**config.mk**
```make
export PLATFORM = sky130hd
export DESIGN_NAME = sram_arbiter
export DESIGN_NICKNAME = d
export VERILOG_FILES = /design/src/rtl/sram_arb_pkg.sv /design/src/rtl/sram_arb_select.sv /design/src/rtl/sram_arbiter.sv
export SDC_FILE = /design/constraint.sdc
export NUM_CORES = 1
export LEC_CHECK = 0
export BUFFER_PORTS_ARGS = -buffer_cell sky130_fd_sc_hd__buf_2
export CORE_MARGIN = 2
export CORE_UTILIZATION = 31
export CTS_BUF_LIST = sky130_fd_sc_hd__clkbuf_16
export DETAILED_ROUTE_END_ITERATION = 8
export GPL_TIMING_DRIVEN = 0
export PLACE_DENSITY_LB_ADDON = 0.05
export SLEW_MARGIN = 20
export SYNTH_ARGS = -nofsm -noshare
export SYNTH_HDL_FRONTEND = slang
export SYNTH_SLANG_ARGS = --single-unit
```
**constraint.sdc**
```tcl
create_clock -name Clk -period 4.85 [get_ports Clk]
set_clock_uncertainty 0.15 [all_clocks]
set_input_delay 0.485 -clock Clk [delete_from_list [all_inputs] [get_ports Clk]]
set_output_delay 0.485 -clock Clk [all_outputs]
set_load 0.05 [all_outputs]
```
**src/rtl/sram_arb_pkg.sv**
```systemverilog
// Shared types and constants for the external SRAM arbiter.
package sram_arb_pkg;

    typedef enum logic [1:0] {
        IDLE,
        SETUP,
        ACCESS,
        FINISH
    } state_e;

    localparam int unsigned PORT_V = 0;
    localparam int unsigned PORT_G = 1;
    localparam int unsigned NPORTS = 2;
    localparam int unsigned CNT_W  = 4;

endpackage

```
**src/rtl/sram_arb_select.sv**
```systemverilog
// Combinational grant selection between the video (V) and game (G) ports.
// Build option: define SRAM_ARB_RR_EN for round-robin arbitration; otherwise V
// has fixed priority over G.
module sram_arb_select
    import sram_arb_pkg::*;
(
    input  logic              v_req_i,
    input  logic              g_req_i,
    input  logic              v_mask_i,
    input  logic              g_mask_i,
`ifdef SRAM_ARB_RR_EN
    input  logic              last_g_i,
`endif
    output logic [NPORTS-1:0] gnt_c_o
);

    logic v_ok;
    logic g_ok;

    // A port in its ack cycle is masked so a held request is not reissued.
    assign v_ok = v_req_i & ~v_mask_i;
    assign g_ok = g_req_i & ~g_mask_i;

    // One-hot grant; under contention the priority rule picks a single winner.
    always_comb begin
        gnt_c_o = '0;
`ifdef SRAM_ARB_RR_EN
        if (v_ok && g_ok) begin
            if (last_g_i) begin
                gnt_c_o[PORT_V] = 1'b1;
            end else begin
                gnt_c_o[PORT_G] = 1'b1;
            end
        end else begin
            gnt_c_o[PORT_V] = v_ok;
            gnt_c_o[PORT_G] = g_ok;
        end
`else
        gnt_c_o[PORT_V] = v_ok;
        gnt_c_o[PORT_G] = g_ok & ~v_ok;
`endif
    end

endmodule

```
**src/rtl/sram_arbiter.sv**
```systemverilog
// Sequencer for the shared 1M x 16 async SRAM behind a registered tristate
// buffer. Two requesters: V (read-only) and G (read/write with byte enables).
// Build option: SRAM_ARB_RR_EN selects round-robin arbitration instead of
// fixed V-over-G priority.
module sram_arbiter
    import sram_arb_pkg::*;
#(
    parameter int unsigned WAIT_CYCLES = 2,
    parameter int unsigned ADDR_W      = 20,
    parameter int unsigned DATA_W      = 16
) (
    input  logic              Clk,
    input  logic              Reset,
    input  logic              v_req,
    input  logic [ADDR_W-1:0] v_addr,
    output logic              v_ack,
    output logic [DATA_W-1:0] v_rdata,
    input  logic              g_req,
    input  logic              g_we,
    input  logic [1:0]        g_be,
    input  logic [ADDR_W-1:0] g_addr,
    input  logic [DATA_W-1:0] g_wdata,
    output logic              g_ack,
    output logic [DATA_W-1:0] g_rdata,
    output logic              busy,
    output logic [ADDR_W-1:0] SRAM_ADDR,
    output logic              SRAM_CE_N,
    output logic              SRAM_OE_N,
    output logic              SRAM_WE_N,
    output logic              SRAM_UB_N,
    output logic              SRAM_LB_N,
    output logic              tri_oe,
    output logic [DATA_W-1:0] tri_wdata,
    input  logic [DATA_W-1:0] tri_rdata
);

    state_e             state_q;
    logic [CNT_W-1:0]   cnt_q;
    logic               we_q;
    logic               owner_g_q;
    logic [NPORTS-1:0]  gnt_c;
`ifdef SRAM_ARB_RR_EN
    logic               last_g_q;
`endif

    // Grant selection; the registered acks double as the re-request masks.
    sram_arb_select u_select (
        .v_req_i  (v_req),
        .g_req_i  (g_req),
        .v_mask_i (v_ack),
        .g_mask_i (g_ack),
`ifdef SRAM_ARB_RR_EN
        .last_g_i (last_g_q),
`endif
        .gnt_c_o  (gnt_c)
    );

    // Access FSM; pin registers are loaded with the values for the state being entered.
    always_ff @(posedge Clk) begin
        if (Reset) begin
            state_q   <= IDLE;
            cnt_q     <= '0;
            we_q      <= 1'b0;
            owner_g_q <= 1'b0;
`ifdef SRAM_ARB_RR_EN
            last_g_q  <= 1'b1;
`endif
            v_ack     <= 1'b0;
            g_ack     <= 1'b0;
            v_rdata   <= '0;
            g_rdata   <= '0;
            busy      <= 1'b0;
            SRAM_ADDR <= '0;
            SRAM_CE_N <= 1'b1;
            SRAM_OE_N <= 1'b1;
            SRAM_WE_N <= 1'b1;
            SRAM_UB_N <= 1'b1;
            SRAM_LB_N <= 1'b1;
            tri_oe    <= 1'b0;
            tri_wdata <= '0;
        end else begin
            v_ack <= 1'b0;
            g_ack <= 1'b0;
            case (state_q)
                IDLE: begin
                    if (gnt_c[PORT_V] || gnt_c[PORT_G]) begin
                        state_q   <= SETUP;
                        busy      <= 1'b1;
                        cnt_q     <= CNT_W'(WAIT_CYCLES - 1);
                        owner_g_q <= gnt_c[PORT_G];
`ifdef SRAM_ARB_RR_EN
                        last_g_q  <= gnt_c[PORT_G];
`endif
                        SRAM_CE_N <= 1'b0;
                        if (gnt_c[PORT_G]) begin
                            SRAM_ADDR <= g_addr;
                            we_q      <= g_we;
                            if (g_we) begin
                                tri_oe    <= 1'b1;
                                tri_wdata <= g_wdata;
                                SRAM_UB_N <= ~g_be[1];
                                SRAM_LB_N <= ~g_be[0];
                            end else begin
                                SRAM_OE_N <= 1'b0;
                                SRAM_UB_N <= 1'b0;
                                SRAM_LB_N <= 1'b0;
                            end
                        end else begin
                            SRAM_ADDR <= v_addr;
                            we_q      <= 1'b0;
                            SRAM_OE_N <= 1'b0;
                            SRAM_UB_N <= 1'b0;
                            SRAM_LB_N <= 1'b0;
                        end
                    end
                end
                SETUP: begin
                    // Write data reaches the bus this cycle, so the strobe can open next.
                    state_q <= ACCESS;
                    if (we_q) begin
                        SRAM_WE_N <= 1'b0;
                    end
                end
                ACCESS: begin
                    if (cnt_q == '0) begin
                        state_q   <= FINISH;
                        SRAM_WE_N <= 1'b1;
                    end else begin
                        cnt_q <= cnt_q - CNT_W'(1);
                    end
                end
                FINISH: begin
                    // tri_rdata here is the bus from the last strobed cycle.
                    state_q   <= IDLE;
                    busy      <= 1'b0;
                    SRAM_CE_N <= 1'b1;
                    SRAM_OE_N <= 1'b1;
                    SRAM_WE_N <= 1'b1;
                    SRAM_UB_N <= 1'b1;
                    SRAM_LB_N <= 1'b1;
                    tri_oe    <= 1'b0;
                    if (!we_q) begin
                        if (owner_g_q) begin
                            g_rdata <= tri_rdata;
                        end else begin
                            v_rdata <= tri_rdata;
                        end
                    end
                    g_ack <= owner_g_q;
                    v_ack <= ~owner_g_q;
                end
                default: begin
                    state_q <= IDLE;
                end
            endcase
        end
    end

endmodule
```
# After elaboration in Yosys (flattened, before gate mapping)

Index checks and enable logic that the tools add are counted.

Word-level logic and storage cells: 87
Register bits: 85
Output and inout port bits: 77
Input port bits: 79

Add/sub/neg operators: 1
Reduce and logical (&&, ||, !) cells: 17
Equality and inequality tests: 10
Bitwise operators: 11
Multiplexer cells: 31

Operators by type and width:

| kind                                                                | number |
|---|---|
| 20-bit 2-to-1 mux                                                   | 1 |
| 1-bit 2-to-1 mux                                                    | 17 |
| 3-bit AND reduction                                                 | 5 |
| 2-bit != test (second input constant)                               | 6 |
| 1-bit case mux with 2 select lines                                  | 6 |
| 4-bit 2-to-1 mux                                                    | 2 |
| 1-bit inverter                                                      | 8 |
| 2-bit case mux with 4 select lines                                  | 1 |
| 4-bit case mux with 2 select lines                                  | 1 |
| 4-bit AND reduction                                                 | 2 |
| 2-bit AND reduction                                                 | 3 |
| 2-bit == test (second input constant)                               | 2 |
| 4-bit zero test                                                     | 1 |
| 2-bit 2-to-1 mux                                                    | 2 |
| 2-bit nonzero test                                                  | 2 |
| 4-bit by 1-bit subtractor with 4-bit output (second input constant) | 1 |
| 1-bit bitwise AND                                                   | 3 |
| 3-bit != test (second input constant)                               | 1 |
| 1-bit case mux with 3 select lines                                  | 1 |
| 3-bit nonzero test                                                  | 1 |
| 2-bit by 1-bit == test with 1-bit output (second input constant)    | 1 |
| 2-bit zero test                                                     | 1 |
| 2-bit OR reduction                                                  | 1 |
| 1-bit logical OR                                                    | 1 |

# Longest topological paths before layout

Depth in word-level cells: 7
Gate-level depth with buffers: 7
Mapped depth without buffers: 6

# Modules after synthesis

From an unflattened synthesis, not the netlist that was laid out.

Cell total of the unflattened synthesis: 399
Area total of the unflattened synthesis: 3,550.9 um2

Modules (own cells, without submodules):

| module          | area each (um2) | times used | cells each | seq. area each (um2) |
|---|---|---|---|---|
| sram_arbiter    | 3,517.1         | 1          | 396        | 1,701.6 |
| sram_arb_select | 33.8            | 1          | 3          | 0.0 |

# Least setup slack after synthesis

OpenSTA, ideal clock, no wires.

Path type: reg2reg
Start: reg g_ack
End: reg we_q
Cell stages (with the launch flop): 8
Arrival: 1,657 ps
Path buffers: 3
Setup slack: 2,915 ps
Required time: 4,572 ps
Period minus slack after synthesis: 1,935 ps
Setup time: 128 ps
Path through: dfxtp_1 and2b_2 buf_2 and4_1 buf_2 buf_4 a21oi_1 nor2_1

Cells in the longest elaborated chain, start to end: 5
Elaborated cells between the ends (all ways): 6
Those cells by class: 1 x mux; 3 x bitwise; 2 x reduce/logical

RTL lines:

| element                              | line                  | RTL |
|---|---|---|
| start: declaration                   | sram_arbiter.sv:23    | `output logic g_ack,` |
| start signal: assignment             | sram_arbiter.sv:149   | `g_ack <= owner_g_q;` |
| 1-bit inverter *                     | sram_arb_select.sv:22 | `assign g_ok = g_req_i & ~g_mask_i;` |
| 1-bit bitwise AND *                  | sram_arb_select.sv:22 |  |
| 1-bit bitwise AND *                  | sram_arb_select.sv:40 | `gnt_c_o[PORT_G] = g_ok & ~v_ok;` |
| 1-bit logical OR                     | sram_arbiter.sv:86    | `if (gnt_c[PORT_V] \|\| gnt_c[PORT_G]) begin` |
| 2-bit AND reduction (no source line) | --                    |  |
| end signal: assignment               | sram_arbiter.sv:97    | `we_q <= g_we;` |
| end: declaration                     | sram_arbiter.sv:39    | `logic we_q;` |

Every way passes the cells marked *; elsewhere a longest branch is shown, timed or not.
A chain may end at the register's enable or synchronous reset.

# Worst setup path after layout

Start: reg state_q[0]
End: reg g_rdata[10]

Cells in the longest elaborated chain, start to end: 2

RTL lines:

| element                              | line                | RTL |
|---|---|---|
| start: declaration                   | sram_arbiter.sv:37  | `state_e state_q;` |
| start signal: assignment             | sram_arbiter.sv:61  | `state_q <= IDLE;` |
| start signal: assignment             | sram_arbiter.sv:87  | `state_q <= SETUP;` |
| start signal: assignment             | sram_arbiter.sv:119 | `state_q <= ACCESS;` |
| 2-bit == test                        | sram_arbiter.sv:84  | `case (state_q)` |
| 3-bit AND reduction (no source line) | --                  |  |
| end signal: assignment               | sram_arbiter.sv:144 | `g_rdata <= tri_rdata;` |
| end: declaration                     | sram_arbiter.sv:24  | `output logic [DATA_W-1:0] g_rdata,` |

Every way passes these cells.

==> results.yml <==
clock_tree:
  clkTransAtPathRegs_ns: 0.06
  post_cts_resized: 0
  htreeDepth: 3
  ctsRootBufferMaster: "clkbuf_16"
  cts_hold_buf: 0
  cts_buffers: 9
  cts_tree: "built"
  clk-insertion-delay-late_ns: 0.33
  numClockSinks: 85
  cts_setup_buffers: 0
  max-clock-path-buffers: 2
synthesis:
  synth_ff_type: "dfxtp_1"
  synthesis.area_um2: 3470
  synth-edff-count: 0
  synth.most_common_cell: "nand2_1"
  syn_area_per_cell_um2: 8.11
  ys_top_cells_by_area: "dfxtp_1 (49%), nand2_1 (13%), a21oi_1 (8.4%), a311oi_1 (5.3%), nand3_1 (3.5%)"
  yosysSeqAreaShare: 0.490
  async_flop_share: 0
  yosysTopAreaCell: "dfxtp_1"
  yosys_warnings: 0
  synthCells: 428
  synth_commonest_cells: "nand2_1 (120), dfxtp_1 (85), a21oi_1 (58), nor2_1 (29), nand3_1 (24)"
  ys_ff_latch: 85
  yosysUniqueCellTypes: 42
  synth_top_area_frac: 0.490
  synth_nets: 513
global_routing:
  grt_max_degree: 14
  grt_pass1_wl_mm: 15.7
  grt.overflow.total: 0
  antenna_found_initial: 0
  track_usage: 0.167
  grt_pass1_vias: 3287
setup_path:
  cp_data_required_time_ns: 4.90
  endpoint_kind: "flop"
  cp_slowest_cell: "dfxtp_1"
  r2r_start: "state_q[0]"
  reg2reg_depth: 6
  path_cells: "ha_1 > clkbuf_1 > nand3_1 > clkbuf_1 > nand2_1 > a21oi_1"
  path_common_cell: "clkbuf_1"
  crit_path_max_incr_delay_ns: 0.38
  critPathMaxFanout: 10
  arrival_ns: 2.16
  timing_worst_setup_path_type: "reg2reg"
  ff2ff_setup_slack_ns: 2.74
  start_kind: "flop"
  r2r-end: "g_rdata[10]"
  cp_top_family: "buffers and inverters"
  crit_buf_inv: 2
finish:
  fin_area_um2: 4690
  area_delta_synth_final_pct: 35.2
  num_antenna_cells: 0
  nNetsFinal: 678
  seq_area_um2: 1700
  multi_input_area_um2: 1580
  drive_gt1_frac: 0.326
  nFillCells: 1146
  final_core_util: 0.431
power:
  ir_worst_vdd_mv: 0.355
  power.density_nw_per_um2: 537
  p_leak_nw: 2.11
status:
  status: "finished, final reports clean"
routing:
  wl_mm: 10.2
  avgRoutedWirePerCell_um: 13.9
  via_per_inst: 4.79
  final_antenna_net_count: 0
  drc: 0
  dr.pass1.iters: 4
  num_vias: 3522
  drt-initial-drc-count: 206
sta:
  rsz0062_at_grt: "no"
  timing.hold.ws_ns: 0.234
  hold_viol_final: 0
  tightest_slew_ns: 0.580
  tns_ns: 0
  finalWorstSetupSlack_ns: 2.74
  fin_crit_sh: 0.436
  setup_viol: 0
  final-max-slew-violation-count: 0
  max_slew_margin: 0.613
  fin_crit_ns: 2.11
  fmax_mhz: 473
worst_hold_path:
  min_to: "SRAM_ADDR[19]"
  whs_path_depth: 2
  holdCritStartpoint: "Reset"
  holdCritPathClass: "in2reg"
placement:
  hpwl_mm: 7.58
  portBuffers: 154
  dp_slack_ns: 2.68
  gp_congestion: 0.759
  postPlaceCellArea_um2: 4420
floorplan:
  die_w_um: 110
  die_h_um: 110
  core-area_um2: 10900
  start_util: 0.319
  io_pins: 156
  rows: 38
  die-area_um2: 12100
flow_run:
  cap_violations: 0
## routing by layer
layer,routed length [um],share of wire,global-route usage
met5,0,0,0
met4,118,0.012,0.0633
met3,973,0.095,0.0599
met2,4640,0.45,0.264
met1,4500,0.44,0.207
## sequential cells by signal, indices dropped and copies added (netlist names)
name / cells
SRAM_ADDR: 20
SRAM_CE_N: 1
SRAM_LB_N: 1
SRAM_OE_N: 1
SRAM_UB_N: 1
SRAM_WE_N: 1
busy: 1
cnt_q: 4
g_ack: 1
g_rdata: 16
owner_g_q: 1
state_q: 2
tri_oe: 1
tri_wdata: 16
v_ack: 1
v_rdata: 16
we_q: 1
## worst register-to-register path, cell delays in order (launching register included)
cell and delay (ns):
dfxtp_1 0.38, ha_1 0.23, clkbuf_1 0.38, nand3_1 0.34
clkbuf_1 0.32, nand2_1 0.12, a21oi_1 0.07
## power breakdown
part	leakage [nW]	total, mW	switching [mW]	internal [mW]
logic	1.28	0.970	0.689	0.281
clock network	0.134	0.659	0.268	0.391
registers	0.694	0.891	0.0710	0.820
total	2.11	2.52	1.03	1.49
## placed cells by master (no fill, tap or decap), drive strengths merged, types with 2 or more instances in the layout
cell type	synthesis	layout
a211oi	2	2
a21o	2	2
a21oi	58	58
a311oi	21	21
a31oi	2	2
and3	2	2
buf	17	171
clkbuf	16	25
dfxtp	85	85
ha	6	6
inv	6	7
nand2	120	120
nand2b	4	4
nand3	24	24
nand3b	2	2
nor2	29	29
nor3	2	2
nor3b	3	3
o21ai	4	4
o21bai	4	4
or2	3	3
## layout make-up
cell class	count	share of cell area
sequential	85	0.362
multi-input combinational	304	0.337
timing repair buffer	154	0.164
clock buffer	9	0.0480
tap	140	0.0373
buffer	33	0.0354
clock inverter	4	0.0109
inverter	6	0.00480
## how the worst max path moves through the flow
stage / startpoint / to / slack [ns] / cells after the start
after CTS: state_q[0] / g_rdata[10] / 2.66 / 6
after global routing: state_q[1] / g_rdata[9] / 2.47 / 6
final: state_q[0] / g_rdata[10] / 2.74 / 6
after detailed placement: state_q[0] / g_rdata[10] / 2.68 / 6
after global placement: state_q[0] / g_rdata[11] / 2.71 / 6
after floorplan: g_ack / we_q / 2.92 / 7
## metrics by stage
stage | std cells | power (mW)
2_1_floorplan | 428 | 1.63
3_3_place_gp | 722 | 1.87
3_5_place_dp | 722 | 1.88
4_1_cts | 735 | 2.55
5_1_grt | 735 | 2.67
6_report | 735 | 2.52
## cell families (layout without fill, tap and decap cells)
kind of cell,count (synthesis),after routing,share of synthesized area
AND/OR/NAND/NOR,197,197,0.249
multiplexers,1,1,0.00288
adder cells (fa/ha/maj),6,6,0.0216
buffers and inverters,39,206,0.0544
flip-flops,85,85,0.490
AO/OA/AOI/OAI,100,100,0.182
Note: power is estimated with default switching activity, not from simulation.
